===== config.mk =====
export PLATFORM = sky130hd
export DESIGN_NAME = rob_commit_ctrl_flat
export DESIGN_NICKNAME = d
export VERILOG_FILES = /design/src/rtl/rob_commit_ctrl_if.sv /design/src/rtl/rob_commit_ctrl.sv /design/src/flat_wrapper.sv
export SDC_FILE = /design/constraint.sdc
export NUM_CORES = 1
export LEC_CHECK = 0
export CORE_MARGIN = 4
export CORE_UTILIZATION = 48
export DETAILED_ROUTE_END_ITERATION = 12
export PLACE_DENSITY = 0.76
export SKIP_LAST_GASP = 1
export SYNTH_ARGS = -nofsm -noshare
export SYNTH_HDL_FRONTEND = slang
export SYNTH_SLANG_ARGS = --single-unit

===== constraint.sdc =====
create_clock -name clk -period 18.2 [get_ports clk]
set_input_delay 1.82 -clock clk [delete_from_list [all_inputs] [get_ports clk]]
set_output_delay 1.82 -clock clk [all_outputs]
set_load 0.005 [all_outputs]

===== src/rtl/rob_commit_ctrl_if.sv =====
// ============================================================================
//  Module      : rob_commit_ctrl_if
//  Description : Issue / writeback / commit / flush bundle for rob_commit_ctrl.
//  Revision    : 1.0  initial release
// ============================================================================
`default_nettype none

interface rob_commit_ctrl_if #(
    parameter int ROB_WIDTH = 4
);
    logic                 rdy;
    logic                 alloc_req;
    logic [4:0]           alloc_rd;
    logic                 alloc_ok;
    logic [ROB_WIDTH-1:0] alloc_tag;
    logic                 full;
    logic                 wb_valid;
    logic [ROB_WIDTH-1:0] wb_tag;
    logic [31:0]          wb_val;
    logic                 wb_mispredict;
    logic [31:0]          wb_target;
    logic                 commit_sig;
    logic [4:0]           commit_reg;
    logic [31:0]          commit_val;
    logic [ROB_WIDTH:0]   commit_rob_tag;
    logic                 clear;
    logic [31:0]          redirect_pc;
    logic [ROB_WIDTH-1:0] q_tag;
    logic                 q_ready;
    logic [31:0]          q_val;

    modport master (
        output rdy, alloc_req, alloc_rd, wb_valid, wb_tag, wb_val, wb_mispredict,
               wb_target, q_tag,
        input  alloc_ok, alloc_tag, full, commit_sig, commit_reg, commit_val,
               commit_rob_tag, clear, redirect_pc, q_ready, q_val
    );

    modport slave (
        input  rdy, alloc_req, alloc_rd, wb_valid, wb_tag, wb_val, wb_mispredict,
               wb_target, q_tag,
        output alloc_ok, alloc_tag, full, commit_sig, commit_reg, commit_val,
               commit_rob_tag, clear, redirect_pc, q_ready, q_val
    );
endinterface

`default_nettype wire


===== src/rtl/rob_commit_ctrl.sv =====
// ============================================================================
//  Module      : rob_commit_ctrl
//  Description : In-order reorder-buffer commit sequencer with mispredict flush.
//                Optional operand query port enabled by ROB_QUERY_EN.
//  Revision    : 1.0  initial release
// ============================================================================
`default_nettype none

module rob_commit_ctrl #(
    parameter int ROB_WIDTH = 4
) (
    input  wire logic        clk,
    input  wire logic        rst,
    rob_commit_ctrl_if.slave bus
);
    localparam int                 c_DEPTH      = 2 ** ROB_WIDTH;
    localparam logic [ROB_WIDTH:0] c_FULL_COUNT = (ROB_WIDTH + 1)'(c_DEPTH);

    logic [ROB_WIDTH-1:0] r_head;
    logic [ROB_WIDTH-1:0] r_tail;
    logic [ROB_WIDTH:0]   r_count;
    logic [c_DEPTH-1:0]   r_busy;
    logic [c_DEPTH-1:0]   r_ready;
    logic [4:0]           r_rd      [c_DEPTH];
    logic [31:0]          r_val     [c_DEPTH];
    logic [c_DEPTH-1:0]   r_mispred;
    logic [31:0]          r_target  [c_DEPTH];

    logic                 r_commit_sig;
    logic [4:0]           r_commit_reg;
    logic [31:0]          r_commit_val;
    logic [ROB_WIDTH:0]   r_commit_rob_tag;
    logic                 r_clear;
    logic [31:0]          r_redirect_pc;

    logic w_full;
    logic w_alloc;
    logic w_wb;
    logic w_commit;
    logic w_flush;

    assign w_full   = (r_count == c_FULL_COUNT);
    assign w_alloc  = bus.alloc_req & ~w_full & bus.rdy & ~r_clear;
    assign w_wb     = bus.wb_valid & bus.rdy & ~r_clear & r_busy[bus.wb_tag];
    assign w_commit = bus.rdy & ~r_clear & r_busy[r_head] & r_ready[r_head];
    assign w_flush  = w_commit & r_mispred[r_head];

    assign bus.alloc_ok       = w_alloc;
    assign bus.alloc_tag      = r_tail;
    assign bus.full           = w_full;
    assign bus.commit_sig     = r_commit_sig;
    assign bus.commit_reg     = r_commit_reg;
    assign bus.commit_val     = r_commit_val;
    assign bus.commit_rob_tag = r_commit_rob_tag;
    assign bus.clear          = r_clear;
    assign bus.redirect_pc    = r_redirect_pc;

    always_ff @(posedge clk or posedge rst) begin
        if (rst) begin
            r_head           <= '0;
            r_tail           <= '0;
            r_count          <= '0;
            r_busy           <= '0;
            r_ready          <= '0;
            r_commit_sig     <= 1'b0;
            r_commit_reg     <= '0;
            r_commit_val     <= '0;
            r_commit_rob_tag <= '0;
            r_clear          <= 1'b0;
            r_redirect_pc    <= '0;
        end else begin
            r_commit_sig <= w_commit;
            r_clear      <= w_flush;
            if (w_commit) begin
                r_commit_reg     <= r_rd[r_head];
                r_commit_val     <= r_val[r_head];
                r_commit_rob_tag <= {1'b0, r_head};
            end
            // A flush overrides any same-cycle allocation or writeback.
            if (w_flush) begin
                r_redirect_pc <= r_target[r_head];
                r_head        <= '0;
                r_tail        <= '0;
                r_count       <= '0;
                r_busy        <= '0;
                r_ready       <= '0;
            end else begin
                if (w_alloc) begin
                    r_busy[r_tail]  <= 1'b1;
                    r_ready[r_tail] <= 1'b0;
                    r_tail          <= r_tail + 1'b1;
                end
                if (w_wb) begin
                    r_ready[bus.wb_tag] <= 1'b1;
                end
                if (w_commit) begin
                    r_busy[r_head]  <= 1'b0;
                    r_ready[r_head] <= 1'b0;
                    r_head          <= r_head + 1'b1;
                end
                r_count <= r_count + {{ROB_WIDTH{1'b0}}, w_alloc}
                                   - {{ROB_WIDTH{1'b0}}, w_commit};
            end
        end
    end

    // Payload storage needs no reset: it is only read behind busy/ready.
    always_ff @(posedge clk) begin
        if (w_alloc) begin
            r_rd[r_tail] <= bus.alloc_rd;
        end
        if (w_wb) begin
            r_val[bus.wb_tag]     <= bus.wb_val;
            r_mispred[bus.wb_tag] <= bus.wb_mispredict;
            r_target[bus.wb_tag]  <= bus.wb_target;
        end
    end

`ifdef ROB_QUERY_EN
    logic w_q_fwd;
    assign w_q_fwd     = bus.wb_valid & (bus.wb_tag == bus.q_tag);
    assign bus.q_ready = w_q_fwd | (r_busy[bus.q_tag] & r_ready[bus.q_tag]);
    assign bus.q_val   = w_q_fwd ? bus.wb_val : r_val[bus.q_tag];
`else
    logic w_unused_q;
    assign w_unused_q  = ^bus.q_tag;
    assign bus.q_ready = 1'b0;
    assign bus.q_val   = '0;
`endif

endmodule

`default_nettype wire


===== src/flat_wrapper.sv =====
// flat-port wrapper written by rule: the top's interface ports become plain ports
module rob_commit_ctrl_flat 
#(
    parameter int ROB_WIDTH = 4
)
  (clk, rst, bus_rdy, bus_alloc_req, bus_alloc_rd, bus_wb_valid, bus_wb_tag, bus_wb_val, bus_wb_mispredict, bus_wb_target, bus_q_tag, bus_alloc_ok, bus_alloc_tag, bus_full, bus_commit_sig, bus_commit_reg, bus_commit_val, bus_commit_rob_tag, bus_clear, bus_redirect_pc, bus_q_ready, bus_q_val);
  rob_commit_ctrl_if #(.ROB_WIDTH(ROB_WIDTH)) bus_i ();
  input  wire logic clk;
  input  wire logic rst;
  input wire logic [$bits(bus_i.rdy)-1:0] bus_rdy;
  input wire logic [$bits(bus_i.alloc_req)-1:0] bus_alloc_req;
  input wire logic [$bits(bus_i.alloc_rd)-1:0] bus_alloc_rd;
  input wire logic [$bits(bus_i.wb_valid)-1:0] bus_wb_valid;
  input wire logic [$bits(bus_i.wb_tag)-1:0] bus_wb_tag;
  input wire logic [$bits(bus_i.wb_val)-1:0] bus_wb_val;
  input wire logic [$bits(bus_i.wb_mispredict)-1:0] bus_wb_mispredict;
  input wire logic [$bits(bus_i.wb_target)-1:0] bus_wb_target;
  input wire logic [$bits(bus_i.q_tag)-1:0] bus_q_tag;
  output wire logic [$bits(bus_i.alloc_ok)-1:0] bus_alloc_ok;
  output wire logic [$bits(bus_i.alloc_tag)-1:0] bus_alloc_tag;
  output wire logic [$bits(bus_i.full)-1:0] bus_full;
  output wire logic [$bits(bus_i.commit_sig)-1:0] bus_commit_sig;
  output wire logic [$bits(bus_i.commit_reg)-1:0] bus_commit_reg;
  output wire logic [$bits(bus_i.commit_val)-1:0] bus_commit_val;
  output wire logic [$bits(bus_i.commit_rob_tag)-1:0] bus_commit_rob_tag;
  output wire logic [$bits(bus_i.clear)-1:0] bus_clear;
  output wire logic [$bits(bus_i.redirect_pc)-1:0] bus_redirect_pc;
  output wire logic [$bits(bus_i.q_ready)-1:0] bus_q_ready;
  output wire logic [$bits(bus_i.q_val)-1:0] bus_q_val;
  assign bus_i.rdy = bus_rdy;
  assign bus_i.alloc_req = bus_alloc_req;
  assign bus_i.alloc_rd = bus_alloc_rd;
  assign bus_i.wb_valid = bus_wb_valid;
  assign bus_i.wb_tag = bus_wb_tag;
  assign bus_i.wb_val = bus_wb_val;
  assign bus_i.wb_mispredict = bus_wb_mispredict;
  assign bus_i.wb_target = bus_wb_target;
  assign bus_i.q_tag = bus_q_tag;
  assign bus_alloc_ok = bus_i.alloc_ok;
  assign bus_alloc_tag = bus_i.alloc_tag;
  assign bus_full = bus_i.full;
  assign bus_commit_sig = bus_i.commit_sig;
  assign bus_commit_reg = bus_i.commit_reg;
  assign bus_commit_val = bus_i.commit_val;
  assign bus_commit_rob_tag = bus_i.commit_rob_tag;
  assign bus_clear = bus_i.clear;
  assign bus_redirect_pc = bus_i.redirect_pc;
  assign bus_q_ready = bus_i.q_ready;
  assign bus_q_val = bus_i.q_val;
  rob_commit_ctrl #(.ROB_WIDTH(ROB_WIDTH)) u_core (.clk(clk), .rst(rst), .bus(bus_i));
endmodule

==> metrics <==
worst reg-to-reg setup slack=approximately 13 ns; Post-synth top cells=edfxtp_1, mux4_2, dfrtp_1; largest cells by area after synthesis=edfxtp_1, mux4_2, dfrtp_1, mux2_2, buf_4; largest net degree at the start of global routing=174; CTS tree=yes; port buffer count=159; CTS sink cnt=between 1k and 1.5k; Reg-to-Reg Start=u_core.r_head[1]; Final Hold Vio Count=0; PD cells=between 100 and 150 nW/um^2; Final Setup Violations=0; final-layout fill cell count=6990; die width=around 320 um; Final period util=a little under a third; CTS Buf Count=114; # DRC=0; Internal=around 5.6 mW; Switch Pwr=1.98 mW; RSZ-0062 raised after global routing=no; most frequent cell after synthesis=edfxtp_1; sequential area share after synthesis=76.4%; worst slew pin tran=between 1 and 1.5 ns; CP required=between 15 and 20 ns; antenna violations before repair=17; DR WL/cell=approximately 30 um; first drt pass iteration count=6; worst rel slew slack=about a fifth; fmax=0.178 GHz; Die H=between 300 and 400 um; Hold Path Depth=1; post-synth top area share=a little over two thirds; hold_buf cts=0; Site Rows=115; Skew-Pair Late Insertion Delay=slightly below 0.7 ns; core area=roughly 100000 um^2; vias in the first global route=23.1k; total grt overflow=0; minimum clock period after layout=roughly 5.6 ns; Area after DPL=a little over 50000 um^2; worst path arrival time=around 3.8 ns; class of the worst hold path=reg -> reg; Clk pin slew, worst setup/hold paths=about 0.06 ns; CP Max Fanout=12; first-pass GRT wire length=156000 um; dpl hpwl=between 50000 and 60000 um; Critical Path Start Type=input port; Fin Clk Skew=0.0287 ns; share of layout cells above drive strength 1=approximately 28%; Post-Route WL=106000 um; Initial Util=about half; worst hold start=u_core.bus.redirect_pc[25]; Yosys top cell by area=edfxtp_1; CP Class=in -> out; Clk pwr share=31.0%; fin nets=around 2.4k; asr flop ratio synth=under 10%; H-tree depth=3; YS warnings=0; setup TNS=0 ns; run status=complete, no violations; RePlAce Congestion=between 0.8 and 0.9; Vias/cell=6.06; largest registers=u_core.r_target x512, u_core.r_val x512, u_core.r_rd x80; Post-CTS Setup Bufs=0; Design Area, Final=54500 um^2; CTS resizes=0; die area=roughly 100000 um^2; synth unique cells=53; max cap viols=0; Comb pwr share=about a quarter; register area=between 30000 and 40000 um^2; Most used DFF post-synth=edfxtp_1; vias post-DR=between 20k and 25k; share of power burned in registers=between 40% and 50%; Final ANT Viol Nets=0; post-synthesis area per instance=23.3 um^2; area grow syn2layout=13.7%; worst r2r path cells=16; worst vdd ir=~0.13 mV; Lkg Pwr=17.7 nW; Initial DRC Count=2688; EDFF count, synth=approximately 1.1k; CP endpoint kind=output pin; Ports=about 200; combined area of the multi-input logic cells=around 11000 um^2; GR Util All Layers=between 20 and 25%; Worst Hold Endpoint=u_core.bus.redirect_pc[25]; reg2reg end=u_core.r_count[4]; Mapped Cells=a little over 2k; Clock Tree Buf Depth=3; Clock Tree Root=clkbuf_16; Final Max Slew Viols=0; Synth Register Bits=roughly 1.2k; Cell Area, Synth=between 40000 and 50000 um^2; Sw Share=between 20% and 30%
[cell usage in the layout, fill, tap and decap left out, types with 4 or more instances in the layout]
cell type        synthesis  final
xnor2_1                  4      4
ha_1                    14     14
edfxtp_1              1120   1120
inv_1                   27     16
clkdlybuf4s50_1          0    159
nor2_4                   0      5
dfrtp_4                  0      4
clkbuf_1                31     30
nand2b_1                 5      5
a22oi_1                 13     13
nand2_1                 49     49
nor2b_1                  6      6
diode_2                  0     11
mux4_2                 359    359
a21oi_1                 13     13
dfrtp_1                120    116
o21ai_0                 15     15
clkinv_2                 0     35
nand3_1                 16     16
conb_1                   1     34
and3_1                   4      4
clkbuf_8                 0     15
clkinv_1                 0     10
clkbuf_16                0    117
buf_4                   40     29
clkinvlp_4               0      4
bufinv_16                0      7
nor2_1                  22     17
mux2_2                  72     72
a2bb2oi_1               19     19
[stage by stage]
stage	cells	util, %	power (mW)	setup WS [ns]	hold slack (ns)
floorplan	2089	-	4.76	10.93	0.495
global placement	3429	51.4	5.26	12.65	0.491
detailed placement	3429	51.4	5.31	12.60	0.493
CTS	3643	55.2	7.67	12.62	0.506
global route	3646	55.2	7.93	12.53	0.516
finish	3654	55.2	7.60	12.59	0.504
[routing by layer]
metal / vias up / routed length [um] / share of wire, % / GRT usage, %
li1: 9010 / - / - / -
met1: 11844 / 40300 / 38 / 27.9
met2: 1116 / 54200 / 51 / 33.8
met3: 159 / 9630 / 9.0 / 4.80
met4: 8 / 2290 / 2.2 / 5.73
met5: - / 57 / 0.054 / 0
[power by group through the flow]
stage	clock network (mW)	registers, mW	logic, mW
floorplan	0	3.37	1.39
global placement	0	3.47	1.80
detailed placement	0	3.48	1.83
CTS	2.39	3.42	1.86
global route	2.52	3.44	1.96
finish	2.35	3.42	1.83
[worst max path at each step]
| stage | from | end | cells after the start |
|---|---|---|---|
| finish | bus_rdy | bus_alloc_ok | 4 |
| global route | bus_rdy | bus_alloc_ok | 4 |
| CTS | bus_rdy | bus_alloc_ok | 4 |
| detailed placement | bus_wb_tag[0] | u_core.r_target[15][21] | 5 |
| global placement | bus_rdy | bus_alloc_ok | 4 |
| floorplan | bus_wb_tag[0] | u_core.r_mispred[0] | 3 |
[worst max-delay path, cell delays in order]
cell	delay [ns]
clkdlybuf4s50_1	0.49
nor2b_1	0.34
o311a_1	0.54
clkdlybuf4s50_1	0.59
[final cells by class]
type                       count  area share, %
tap                         1287           2.95
multi-input combinational    684           19.3
clock buffer                 162           5.96
inverter                      28          0.230
clock inverter                52          0.893
antenna                       11         0.0505
sequential                  1240           67.2
timing repair buffer         190           3.39
[cells by family after synthesis]
family,after synthesis,synth area share [%]
fa+ha+maj,15,0.407
buf+inv,165,1.98
simple gates,119,1.21
other cells,1,0.00782
xor+xnor,7,0.128
mux,436,18.7
flops,1240,76.4
compound gates,73,1.13
No activity file was read; power rests on OpenSTA's default activity.
